### src/rtl/sum_diff_decoder.sv
// sum_diff_decoder
//   Recovers a = (s + d) / 2 and b = (s - d) / 2 from a fixed-point
//   sum/difference pair. Every value is significand * 2^exponent, and the
//   exponents are fixed when the module is elaborated. The datapath is two
//   register stages with valid/ready handshaking on both sides.
//
//   Stage 1 aligns s and d to a common exponent and registers their sum and
//   difference.
//   Stage 2 rescales both results to the a/b formats, flooring toward -inf,
//   and saturates them to the output widths.
//
// Ports
//   clk, rst             clock (rising edge); asynchronous active-high reset
//   in_valid / in_ready  input handshake for the s/d pair
//   s_in, d_in           signed sum / difference significands
//   out_valid / out_ready output handshake for the a/b pair
//   a_out, b_out         signed recovered significands
//   sat_a, sat_b         sticky saturation flags
//   clr_sat              synchronous clear of both flags; a new clamp in the
//                        same cycle takes priority over the clear
module sum_diff_decoder #(
  parameter int S_WIDTH = 18,
  parameter int S_EXP   = -10,
  parameter int D_WIDTH = 19,
  parameter int D_EXP   = -11,
  parameter int A_WIDTH = 16,
  parameter int A_EXP   = -8,
  parameter int B_WIDTH = 17,
  parameter int B_EXP   = -9
) (
  input  logic                      clk,
  input  logic                      rst,
  input  logic                      in_valid,
  output logic                      in_ready,
  input  logic signed [S_WIDTH-1:0] s_in,
  input  logic signed [D_WIDTH-1:0] d_in,
  output logic                      out_valid,
  input  logic                      out_ready,
  output logic signed [A_WIDTH-1:0] a_out,
  output logic signed [B_WIDTH-1:0] b_out,
  output logic                      sat_a,
  output logic                      sat_b,
  input  logic                      clr_sat
);

  // Common exponent and the lossless alignment shifts that reach it.
  localparam int E_C  = (S_EXP < D_EXP) ? S_EXP : D_EXP;
  localparam int SH_S = S_EXP - E_C;
  localparam int SH_D = D_EXP - E_C;
  localparam int WS   = S_WIDTH + SH_S;
  localparam int WD   = D_WIDTH + SH_D;
  localparam int W_I  = ((WS > WD) ? WS : WD) + 1;

  // Output rescale. The extra +1 in the shift is the divide by two. A
  // positive shift is an arithmetic right shift; a negative one becomes a
  // left shift inside a widened intermediate.
  localparam int KA    = A_EXP - E_C + 1;
  localparam int KB    = B_EXP - E_C + 1;
  localparam int SRA_A = (KA > 0) ? KA : 0;
  localparam int SLA_A = (KA < 0) ? -KA : 0;
  localparam int SRA_B = (KB > 0) ? KB : 0;
  localparam int SLA_B = (KB < 0) ? -KB : 0;
  localparam int W_RA  = W_I + SLA_A;
  localparam int W_RB  = W_I + SLA_B;

  // Clamp comparisons run at a width that holds both the raw value and
  // the output range, with at least one spare sign bit.
  localparam int W_CA = ((W_RA > A_WIDTH) ? W_RA : A_WIDTH) + 1;
  localparam int W_CB = ((W_RB > B_WIDTH) ? W_RB : B_WIDTH) + 1;
  localparam logic signed [W_CA-1:0] A_HI = {{(W_CA-A_WIDTH+1){1'b0}}, {(A_WIDTH-1){1'b1}}};
  localparam logic signed [W_CA-1:0] A_LO = {{(W_CA-A_WIDTH+1){1'b1}}, {(A_WIDTH-1){1'b0}}};
  localparam logic signed [W_CB-1:0] B_HI = {{(W_CB-B_WIDTH+1){1'b0}}, {(B_WIDTH-1){1'b1}}};
  localparam logic signed [W_CB-1:0] B_LO = {{(W_CB-B_WIDTH+1){1'b1}}, {(B_WIDTH-1){1'b0}}};

  logic                      v1_q, v1_d, v2_q, v2_d;
  logic                      ld1, ld2;
  logic signed [W_I-1:0]     s_al, d_al, sum_d, dif_d;
  logic signed [W_I-1:0]     r_sum_q, r_dif_q;
  logic signed [W_RA-1:0]    a_raw;
  logic signed [W_RB-1:0]    b_raw;
  logic signed [W_CA-1:0]    a_w;
  logic signed [W_CB-1:0]    b_w;
  logic                      clamp_a, clamp_b;
  logic signed [A_WIDTH-1:0] a_d, a_q;
  logic signed [B_WIDTH-1:0] b_d, b_q;
  logic                      sat_a_d, sat_a_q, sat_b_d, sat_b_q;

  // Stage 1: sign-extend, align, then form the sum and difference. W_I
  // carries one bit of headroom beyond the widest aligned operand, so
  // neither result can overflow.
  always_comb begin
    s_al  = W_I'(s_in) <<< SH_S;
    d_al  = W_I'(d_in) <<< SH_D;
    sum_d = s_al + d_al;
    dif_d = s_al - d_al;
  end

  // Stage 2: rescale, then saturate.
  always_comb begin
    a_raw   = (W_RA'(r_sum_q) >>> SRA_A) <<< SLA_A;
    b_raw   = (W_RB'(r_dif_q) >>> SRA_B) <<< SLA_B;
    a_w     = W_CA'(a_raw);
    b_w     = W_CB'(b_raw);
    clamp_a = (a_w > A_HI) || (a_w < A_LO);
    clamp_b = (b_w > B_HI) || (b_w < B_LO);
    a_d     = a_w[A_WIDTH-1:0];
    b_d     = b_w[B_WIDTH-1:0];
    if (a_w > A_HI) a_d = {1'b0, {(A_WIDTH-1){1'b1}}};
    if (a_w < A_LO) a_d = {1'b1, {(A_WIDTH-1){1'b0}}};
    if (b_w > B_HI) b_d = {1'b0, {(B_WIDTH-1){1'b1}}};
    if (b_w < B_LO) b_d = {1'b1, {(B_WIDTH-1){1'b0}}};
  end

  // Handshake control. Stage 1 also accepts when stage 2 is about to drain
  // into the output, so a full pipeline keeps streaming while out_ready=1.
  assign in_ready = !v1_q || !v2_q || out_ready;

  always_comb begin
    ld1     = in_valid && in_ready;
    ld2     = v1_q && (!v2_q || out_ready);
    v1_d    = ld1 ? 1'b1 : (ld2 ? 1'b0 : v1_q);
    v2_d    = ld2 ? 1'b1 : (out_ready ? 1'b0 : v2_q);
    sat_a_d = (ld2 && clamp_a) || (sat_a_q && !clr_sat);
    sat_b_d = (ld2 && clamp_b) || (sat_b_q && !clr_sat);
  end

  always_ff @(posedge clk or posedge rst) begin
    if (rst) begin
      v1_q    <= 1'b0;
      v2_q    <= 1'b0;
      r_sum_q <= '0;
      r_dif_q <= '0;
      a_q     <= '0;
      b_q     <= '0;
      sat_a_q <= 1'b0;
      sat_b_q <= 1'b0;
    end else begin
      v1_q    <= v1_d;
      v2_q    <= v2_d;
      sat_a_q <= sat_a_d;
      sat_b_q <= sat_b_d;
      if (ld1) begin
        r_sum_q <= sum_d;
        r_dif_q <= dif_d;
      end
      if (ld2) begin
        a_q <= a_d;
        b_q <= b_d;
      end
    end
  end

  assign out_valid = v2_q;
  assign a_out     = a_q;
  assign b_out     = b_q;
  assign sat_a     = sat_a_q;
  assign sat_b     = sat_b_q;

endmodule

### config.mk
export PLATFORM = sky130hd
export DESIGN_NAME = sum_diff_decoder
export DESIGN_NICKNAME = d
export VERILOG_FILES = /design/src/rtl/sum_diff_decoder.sv
export SDC_FILE = /design/constraint.sdc
export NUM_CORES = 1
export LEC_CHECK = 0
export ABC_AREA = 1
export CORE_MARGIN = 5
export CORE_UTILIZATION = 50
export CTS_CLUSTER_DIAMETER = 30
export DETAILED_ROUTE_END_ITERATION = 10
export DONT_BUFFER_PORTS = 1
export PLACE_DENSITY_LB_ADDON = 0.1
export SLEW_MARGIN = 0
export SYNTH_ARGS = -nofsm -noshare
export SYNTH_HDL_FRONTEND = slang
export SYNTH_SLANG_ARGS = --single-unit
### constraint.sdc
create_clock -name clk -period 2.44 [get_ports clk]
set_input_delay 0.61 -clock clk [delete_from_list [all_inputs] [get_ports clk]]
set_output_delay 0.61 -clock clk [all_outputs]
set_load 0.005 [all_outputs]
==> results.toml, run 1 <==
[routing]
drc_errors = 0
dr.pass1.iters = 5
num_vias = 4050
drt_first_iter_violations = 221
average_wire_length_per_cell_after_detail_routing_um = 15.0
vias_per_cell = 5.21
routed_wirelength_um = 11600
antenna_violating_nets_post_route = 0

[die]
rows = 35
fp.dieArea_mm2 = 0.0117
die_w_um = 108
initial_utilization_pct = 51.7
fp.coreArea_mm2 = 0.00933
dieHeight_um = 108
pin_count = 79

[logic_synthesis]
synth.ff_latch_count = 70
synthesis.nets = 724
synthesis.instances = 646
dominantRegCellSynth = "sky130_fd_sc_hd__dfrtp_1"
post_synth_num_cell_types = 34
yosys_warnings = 0
post_synth.cell_area_avg_um2 = 7.46
synth_edf_count = 0
seq_total_area_yosys_pct = 36.3
asyncSetResetFlopFracSynth_pct = 100
post_syn_area_mm2 = 0.00482

[sta]
slew-limit-headroom_pct = 68.9
setup_total_negative_slack_ns = 0
fin_crit_ns = 1.89
timing.final.setup_violations = 0
fin_crit_sh_pct = 77.6
fmax_mhz = 528
grt_setup_unrepaired = "no"
report.final.slew_viol_count = 0
clock_skew_ns = 0.00848
holdWs_ns = 0.108
hold_viol_final = 0
worst_slew_pin_slew_ns = 0.467

[run_status]
run_status = "complete, no violations"

[setup_path]
setup.worst_path.start = "d_in[5]"
timing.rr.start = "out_valid$_DFFE_PP0P_"
timing.setup.critical_path_class = "in2reg"
crit_path_end_kind = "flop"
arrival_ns = 2.12
crit_path_start_kind = "primary input"
worstPathMaxFanout = 10
critical_path_required_ns = 2.66

[grt]
grt_max_degree = 57
grt_remaining_overflow = 0
initial_antenna_violation_count = 0
first_pass_grt_wire_length_um = 19000
grt_util_all_layers_pct = 20.6
first_global_vias = 3838

[pwr]
p_per_area_mw_per_mm2 = 691
peak_supply_drop_mv = 0.370
cellLeakagePower_nw = 2.72

[clocking]
htreeDepth = 3
postCtsSetupRepairBufs = 0
cts_buffers = 9
cts_tree = "yes"
hold_buffers = 0
cts_resized = 0
worst_setup_hold_path_clk_slew_ns = 0.07
clockBufferDepth = 2
clkSinkCount = 70
cts-root-buf = "sky130_fd_sc_hd__clkbuf_8"
clk-insertion-delay-late_ns = 0.34

[cells_and_area]
final_layout_size_suffix_gt1_share_pct = 11.7
finish.utilization_pct = 54.8
stdcell_count = 777
top_library_cells_by_usage_in_the_layout_fill_and_taps_aside = "sky130_fd_sc_hd__nand2_1, sky130_fd_sc_hd__inv_1, sky130_fd_sc_hd__dfrtp_1, sky130_fd_sc_hd__nor2_1, sky130_fd_sc_hd__nand3_1"
stdcell_area_mm2 = 0.00511
total_inserted_antenna_cells = 0
final_common_cell = "sky130_fd_sc_hd__nand2_1"
nets = 721
areaGrowthSynthToFinish_pct = 6.13

[place]
post-dp-hpwl_um = 9260
postPlaceCellArea_mm2 = 0.00490
number_of_port_buffers = 0
post-place-cells = 761
place.gp.congestion = 0.932

[job]
max_cap_viol_count = 0

[hold_path]
hp-class = "in2async"
==> metal layers <==
layer  share of wire, %  vias to the layer above  global-route usage [%]  wire (um)
met5                  0                        -                       0          0
met4                1.5                        0                    6.22        173
met3                6.2                       16                    3.34        718
met2                 41                      131                    29.8       4800
met1                 51                     1864                    31.5       5920
li1                   -                     2039                       -          -
==> worst max-delay path, cell delays in order <==
cell,delay (ns)
sky130_fd_sc_hd__inv_1,0.02
sky130_fd_sc_hd__ha_1,0.52
sky130_fd_sc_hd__nand2_1,0.17
sky130_fd_sc_hd__nor2_1,0.16
sky130_fd_sc_hd__nand3_1,0.11
sky130_fd_sc_hd__nand3_2,0.15
sky130_fd_sc_hd__nand2_1,0.09
sky130_fd_sc_hd__nand2_1,0.07
sky130_fd_sc_hd__nand2_1,0.05
sky130_fd_sc_hd__nand3_1,0.11
sky130_fd_sc_hd__nand2_1,0.06
==> registers in the layout, indices dropped and copies added, names as in the netlist <==
signal,cells
out_valid,1
r_dif_q,17
a_out,16
sat_b,1
sat_a,1
r_sum_q,16
b_out,17
v1_q,1
==> Yosys cell counts (7+ instances only) <==
library cell | instances | area [um^2]
sky130_fd_sc_hd__nand2_1 | 185 | 694
sky130_fd_sc_hd__inv_1 | 93 | 349
sky130_fd_sc_hd__dfrtp_1 | 70 | 1750
sky130_fd_sc_hd__nand3_1 | 44 | 220
sky130_fd_sc_hd__nor2_1 | 44 | 165
sky130_fd_sc_hd__ha_1 | 36 | 450
sky130_fd_sc_hd__o21ai_0 | 33 | 165
sky130_fd_sc_hd__a21oi_1 | 26 | 130
sky130_fd_sc_hd__mux2_2 | 22 | 248
sky130_fd_sc_hd__nand2_2 | 12 | 75.1
sky130_fd_sc_hd__buf_2 | 9 | 45.0
sky130_fd_sc_hd__xor2_1 | 9 | 78.8
sky130_fd_sc_hd__nor3_1 | 7 | 35.0
sky130_fd_sc_hd__o21bai_1 | 7 | 52.6
==> through the flow <==
| stage | total power [mW] | worst slack [ns] |
|---|---|---|
| global placement | 2.55 | 0.258 |
| global route | 3.78 | 0.417 |
| CTS | 3.57 | 0.566 |
| floorplan | 2.32 | 0.0618 |
| detailed placement | 2.58 | 0.204 |
| finish | 3.53 | 0.546 |
==> cell families after synthesis <==
kind of cell / count (synthesis) / share of synthesized area, %
AO/OA/AOI/OAI: 80 / 9.27
buffers and inverters: 118 / 10.5
AND/OR/NAND/NOR: 311 / 27.8
XOR/XNOR: 9 / 1.64
adder cells (fa/ha/maj): 36 / 9.35
flip-flops: 70 / 36.3
multiplexers: 22 / 5.14
==> report_power, final <==
part	internal [mW]	switching (mW)
registers	1.44	0.185
clock network	0.573	0.412
logic	0.354	0.569
total	2.37	1.17
==> final cells by class <==
cell class	instances	area, um^2
Clock inverter	6	86.3
Clock buffer	10	128
Fill cell	956	4210
Tap cell	129	161
Multi-Input combinational cell	458	2560
Sequential cell	70	1750
Timing Repair Buffer	6	57.6
Inverter	98	368
==> final timing paths <==
check / cells after the start / to / slack [ns]
max: 11 / r_dif_q[14]$_DFFE_PP0P_ / 0.55
min reg2reg: 2 / r_sum_q[5]$_DFFE_PP0P_ / 0.48
min in group clk: 1 / sat_a$_DFF_PP0_ / 0.33
max in group asynchronous: 2 / r_dif_q[11]$_DFFE_PP0P_ / 1.74
max reg2reg: 6 / r_dif_q[6]$_DFFE_PP0P_ / 0.93
min: 1 / r_sum_q[17]$_DFFE_PP0P_ / 0.11
No activity file was read; power rests on OpenSTA's default activity.
==> inputs of run 2 (changes only) <==
==> constraint.sdc (replaced) <==
create_clock -name clk -period 1.83 [get_ports clk]
set_input_delay 0.4575 -clock clk [delete_from_list [all_inputs] [get_ports clk]]
set_output_delay 0.4575 -clock clk [all_outputs]
set_load 0.005 [all_outputs]
==> run 2 against run 1 <==
  * Setup slack worse by 0.44 ns
  * Sequential share of layout area is 1.7 points lower
  * Clock power increased by 8%
  * Total power grew 30%
  * Critical endpoint is now r_dif_q[19]$_DFFE_PP0P_
==> results.toml, run 2 (same netlist as run 1, synthesis figures left out) <==
[run_status]
run_status = "complete, no violations"

[pwr]
report.power.total_mw = 4.58
sw_pwr_mw = 1.59
power.combinational.fraction_pct = 29.4
p_per_area_mw_per_mm2 = 850
peak_supply_drop_mv = 0.317
clock_power_share_pct = 23.3
internal_power_mw = 2.99
cellLeakagePower_nw = 2.88
share_seq_of_total_power_pct = 47.4
netSwitchingFraction_pct = 34.8

[cells_and_area]
areaGrowthSynthToFinish_pct = 11.8
final_layout_size_suffix_gt1_share_pct = 16.6
finish.utilization_pct = 57.7
register_area_mm2 = 0.00175
top_library_cells_by_usage_in_the_layout_fill_and_taps_aside = "sky130_fd_sc_hd__nand2_1, sky130_fd_sc_hd__inv_1, sky130_fd_sc_hd__dfrtp_1, sky130_fd_sc_hd__nor2_1, sky130_fd_sc_hd__nand3_1"
nets = 759
multiInputGateArea_mm2 = 0.00256
stdcell_area_mm2 = 0.00539
total_inserted_antenna_cells = 0
n_fill_cell = 920
final_common_cell = "sky130_fd_sc_hd__nand2_1"

[grt]
first_global_vias = 3862
grt_util_all_layers_pct = 20.3
grt_remaining_overflow = 0
first_pass_grt_wire_length_um = 18900
initial_antenna_violation_count = 0
grt_max_degree = 56

[die]
fp.dieArea_mm2 = 0.0117
die_w_um = 108
dieHeight_um = 108
initial_utilization_pct = 51.7
fp.coreArea_mm2 = 0.00933
pin_count = 79
rows = 35

[clocking]
cts_tree = "yes"
cts_buffers = 9
postCtsSetupRepairBufs = 0
clockBufferDepth = 2
htreeDepth = 3
worst_setup_hold_path_clk_slew_ns = 0.07
clk-insertion-delay-late_ns = 0.34
cts-root-buf = "sky130_fd_sc_hd__clkbuf_8"
clkSinkCount = 70

[routing]
antenna_violating_nets_post_route = 0
routed_wirelength_um = 11600
vias_per_cell = 4.98
average_wire_length_per_cell_after_detail_routing_um = 14.2
drc_errors = 0
drt_first_iter_violations = 205
dr.pass1.iters = 4
num_vias = 4056

[setup_path]
setup.worst_path.start = "d_in[14]"
critical_path_required_ns = 2.05
worstPathMaxFanout = 9
cp_peak_stage_delay_ns = 0.45
worstPathBufferInverterCount = 1
crit_path_end_kind = "flop"
critical_path.reg2reg.endpoint = "r_sum_q[6]$_DFFE_PP0P_"
critPathCapture = "r_dif_q[19]$_DFFE_PP0P_"
ordered_cell_list_for_the_critical_path = "inv_1 -> ha_1 -> nand2_1 -> o21ai_0 -> a21oi_1 -> nand2_1 -> nand2_1 -> nand3_1 -> nand2_1"
arrival_ns = 1.95
crit_path_start_kind = "primary input"
timing.setup.critical_path_class = "in2reg"
critPathTopFamily = "compound AO/OA/AOI/OAI gates"
cp_slowest_cell = "sky130_fd_sc_hd__ha_1"
critical_path.most_common_cell = "sky130_fd_sc_hd__nand2_1"
critical_path_cell_count = 9
timing.rr.start = "out_valid$_DFFE_PP0P_"
ff2ff_path_depth = 6
r2r_slack_ns = 0.36

[sta]
holdWs_ns = 0.181
timing.final.setup_violations = 0
clock_skew_ns = 0.0135
fin_crit_sh_pct = 94.3
fin_crit_ns = 1.73
worst_slew_pin_slew_ns = 0.405
fmax_mhz = 580
grt_setup_unrepaired = "no"
slew-limit-headroom_pct = 73.0
hold_viol_final = 0
fin_ws_ns = 0.105
report.final.slew_viol_count = 0

[place]
number_of_port_buffers = 0
postPlaceCellArea_mm2 = 0.00521
post-dp-hpwl_um = 9290
place.gp.congestion = 0.882
dpl_worst_slack_ns = -0.218

[job]
max_cap_viol_count = 0

[hold_path]
hp-class = "in2reg"
run 2: layer usage:
metal / vias to the layer above / track usage (%) / wire length (um)
met5: - / 0 / 0
met4: 0 / 5.23 / 47
met3: 2 / 2.39 / 598
met2: 109 / 29.4 / 4810
met1: 1840 / 32.0 / 6120
li1: 2105 / - / -
run 2: power groups by stage:
stage / Combinational (mW) / Sequential (mW) / Clock (mW)
after floorplan: 0.982 / 2.12 / 0
after global placement: 1.32 / 2.20 / 0
after detailed placement: 1.34 / 2.21 / 0
after CTS: 1.35 / 2.18 / 1.08
after global routing: 1.52 / 2.22 / 1.15
final: 1.34 / 2.17 / 1.06
run 2: worst min path at each step:
stage	start	to	slack, ns	cells past startpoint
6_report	clr_sat	sat_b$_DFF_PP0_	0.18	1
5_1_grt	clr_sat	sat_b$_DFF_PP0_	0.17	1
4_1_cts	clr_sat	sat_b$_DFF_PP0_	0.17	1
3_5_place_dp	rst	a_out[14]$_DFFE_PP0P_	0.34	1
3_3_place_gp	rst	a_out[14]$_DFFE_PP0P_	0.33	1
2_1_floorplan	r_dif_q[13]$_DFFE_PP0P_	r_dif_q[13]$_DFFE_PP0P_	0.45	2
run 2: final cells by class:
class,instances,share of cell area [%]
Inverter,98,6.90
Tap cell,129,3.00
Clock inverter,6,0.720
Multi-Input combinational cell,458,47.6
Sequential cell,70,32.5
Clock buffer,10,2.37
Timing Repair Buffer,44,6.88
run 2: timing repair:
action	4_1_cts	5_1_grt
hold buffers	1	0
setup endpoints to repair	0	1
gates resized for setup	0	1
endpoints found under the hold margin	15	0
run 2: stage by stage:
stage,instances,setup TNS [ns]
6_report,815,0
5_1_grt,815,0
4_1_cts,815,0
3_5_place_dp,798,-1.53
3_3_place_gp,798,-1.02
2_1_floorplan,646,0
==> inputs of run 3 (changes only) <==
--- a/config.mk
+++ b/config.mk
@@ -12,6 +12,7 @@
 export DETAILED_ROUTE_END_ITERATION = 10
 export DONT_BUFFER_PORTS = 1
 export PLACE_DENSITY_LB_ADDON = 0.1
+export SETUP_SLACK_MARGIN = 0.4
 export SLEW_MARGIN = 0
 export SYNTH_ARGS = -nofsm -noshare
 export SYNTH_HDL_FRONTEND = slang
==> run 3 against run 2 <==
  * Sequential share of layout area down 4.6 points
  * Cell area up 17%
  * Core utilization up 9.6 points
  * First-iteration DRC count down 7.8%
  * Hold slack worse by 0.13 ns
  * Critical endpoint is now r_sum_q[19]$_DFFE_PP0P_
  * Clock-buffer cell count unchanged
  * Critical path depth up 2
  * Clock skew down 0.0063 ns
  * Total power up 12%
  * Sequential power about the same
==> results.toml, run 3 (same netlist as run 1, synthesis figures left out) <==
[die]
die_w_um = 108
fp.coreArea_mm2 = 0.00933
rows = 35
dieHeight_um = 108
pin_count = 79
initial_utilization_pct = 51.7
fp.dieArea_mm2 = 0.0117

[sta]
clock_skew_ns = 0.00725
fin_ws_ns = 0.359
fin_crit_sh_pct = 80.4
report.final.slew_viol_count = 0
hold_viol_final = 0
setup_total_negative_slack_ns = 0
worst_slew_pin_slew_ns = 0.589
slew-limit-headroom_pct = 60.7
grt_setup_unrepaired = "yes"
holdWs_ns = 0.0526
fmax_mhz = 680
timing.final.setup_violations = 0
fin_crit_ns = 1.47

[cells_and_area]
total_inserted_antenna_cells = 0
multiInputGateArea_mm2 = 0.00329
register_area_mm2 = 0.00175
nets = 757
n_fill_cell = 820
final_layout_size_suffix_gt1_share_pct = 37.4
top_library_cells_by_usage_in_the_layout_fill_and_taps_aside = "sky130_fd_sc_hd__nand2_1, sky130_fd_sc_hd__dfrtp_1, sky130_fd_sc_hd__inv_1, sky130_fd_sc_hd__nand2_2"
final_common_cell = "sky130_fd_sc_hd__nand2_1"
areaGrowthSynthToFinish_pct = 30.2

[pwr]
clock_power_share_pct = 23.6
sw_pwr_mw = 1.79
share_seq_of_total_power_pct = 42.6
netSwitchingFraction_pct = 35.1
p_per_area_mw_per_mm2 = 814
power.combinational.fraction_pct = 33.8
internal_power_mw = 3.32
report.power.total_mw = 5.11
cellLeakagePower_nw = 3.05
peak_supply_drop_mv = 0.476

[routing]
drt_first_iter_violations = 189
vias_per_cell = 5.19
routed_wirelength_um = 13000
antenna_violating_nets_post_route = 0
dr.pass1.iters = 5
drc_errors = 0
num_vias = 4218
average_wire_length_per_cell_after_detail_routing_um = 16.0

[clocking]
worst_setup_hold_path_clk_slew_ns = 0.08
clkSinkCount = 70
cts-root-buf = "sky130_fd_sc_hd__clkbuf_8"
clk-insertion-delay-late_ns = 0.33
htreeDepth = 3
cts_buffers = 9
clockBufferDepth = 2
cts_tree = "yes"

[grt]
initial_antenna_violation_count = 0
grt_util_all_layers_pct = 21.8
first_pass_grt_wire_length_um = 20100
grt_remaining_overflow = 0
first_global_vias = 4104
grt_max_degree = 45

[setup_path]
r2r_slack_ns = 0.41
timing.rr.start = "out_valid$_DFFE_PP0P_"
critical_path.most_common_cell = "sky130_fd_sc_hd__nand2_1"
cp_peak_stage_delay_ns = 0.34
cp_slowest_cell = "sky130_fd_sc_hd__ha_4"
setup.worst_path.start = "d_in[14]"
crit_path_start_kind = "primary input"
arrival_ns = 1.70
worstPathMaxFanout = 9
critical_path.reg2reg.endpoint = "b_out[14]$_DFFE_PP0P_"
crit_path_end_kind = "flop"
ff2ff_path_depth = 5
critical_path_required_ns = 2.06
ordered_cell_list_for_the_critical_path = "inv_4 -> ha_4 -> inv_2 -> nand2_1 -> nand2_1 -> a21oi_2 -> nor2_1 -> nor2_1 -> nand3_1 -> nand3_2 -> nand2_1"
timing.setup.critical_path_class = "in2reg"

[job]
max_cap_viol_count = 0

[hold_path]
hp-class = "in2async"

[place]
place.gp.congestion = 0.862
number_of_port_buffers = 0
post-dp-hpwl_um = 9960
dpl_worst_slack_ns = -0.117

[run_status]
run_status = "complete, no violations"
==> run 3: cell types whose count changed in the layout (fill, tap and decap cells not counted), moves of 16 or more <==
cell	change
sky130_fd_sc_hd__nand2_1	-43
sky130_fd_sc_hd__inv_1	-28
sky130_fd_sc_hd__nor2_1	-18
sky130_fd_sc_hd__nand2_2	+28
sky130_fd_sc_hd__inv_2	+16
sky130_fd_sc_hd__ha_4	+16
==> run 3: layout make-up <==
cell class	instances	share of cell area [%]
timing repair buffer	42	6.68
multi-input combinational	458	52.4
sequential	70	27.9
tap	129	2.57
inverter	98	7.26
clock buffer	10	2.03
clock inverter	6	1.12
==> run 3: critical path: cells and delay by family <==
kind / cells / cell delay [ns]
AO/OA/AOI/OAI: 1 / 0.17
adder cells (fa/ha/maj): 1 / 0.34
buffers and inverters: 2 / 0.09
AND/OR/NAND/NOR: 7 / 0.65
==> run 3: repair_timing <==
item	in CTS	in global routing
setup endpoints to repair	18	49
hold endpoints to repair	0	0
gates resized for setup	23	85
pin swaps	14	49
gates cloned	0	2
hold buffers	0	0
buffers inserted	7	12
==> run 3: worst max path at each step <==
stage / end / slack [ns] / cells past startpoint
after floorplan: r_sum_q[19]$_DFFE_PP0P_ / 0.21 / 15
after global placement: r_dif_q[17]$_DFFE_PP0P_ / -0.21 / 9
after detailed placement: r_dif_q[17]$_DFFE_PP0P_ / -0.12 / 9
after CTS: in_ready / 0.37 / 3
after global routing: r_dif_q[14]$_DFFE_PP0P_ / 0.30 / 13
final: r_sum_q[19]$_DFFE_PP0P_ / 0.36 / 11
==> run 3: power by group through the flow <==
| stage | clock (mW) | combinational [mW] | sequential [mW] |
|---|---|---|---|
| floorplan | 0 | 1.15 | 2.12 |
| global placement | 0 | 1.43 | 2.20 |
| detailed placement | 0 | 1.47 | 2.21 |
| CTS | 1.25 | 1.53 | 2.18 |
| global route | 1.30 | 1.90 | 2.22 |
| finish | 1.21 | 1.73 | 2.18 |
==> run 3: metal layers <==
layer	up-vias	part of all wire (%)	track usage [%]
met3	12	5.5	2.63
met2	110	46	33.9
met5	-	0	0
li1	2110	-	-
met4	0	1.2	5.68
met1	1986	47	32.2
==> run 3: through the flow <==
step | std cells | area [um^2] | util [%]
6_report | 813 | 6280 | 67.3
4_1_cts | 799 | 5840 | 62.6
5_1_grt | 813 | 6280 | 67.3
3_3_place_gp | 776 | 5490 | 58.9
2_1_floorplan | 646 | 5310 | -
3_5_place_dp | 776 | 5490 | 58.9
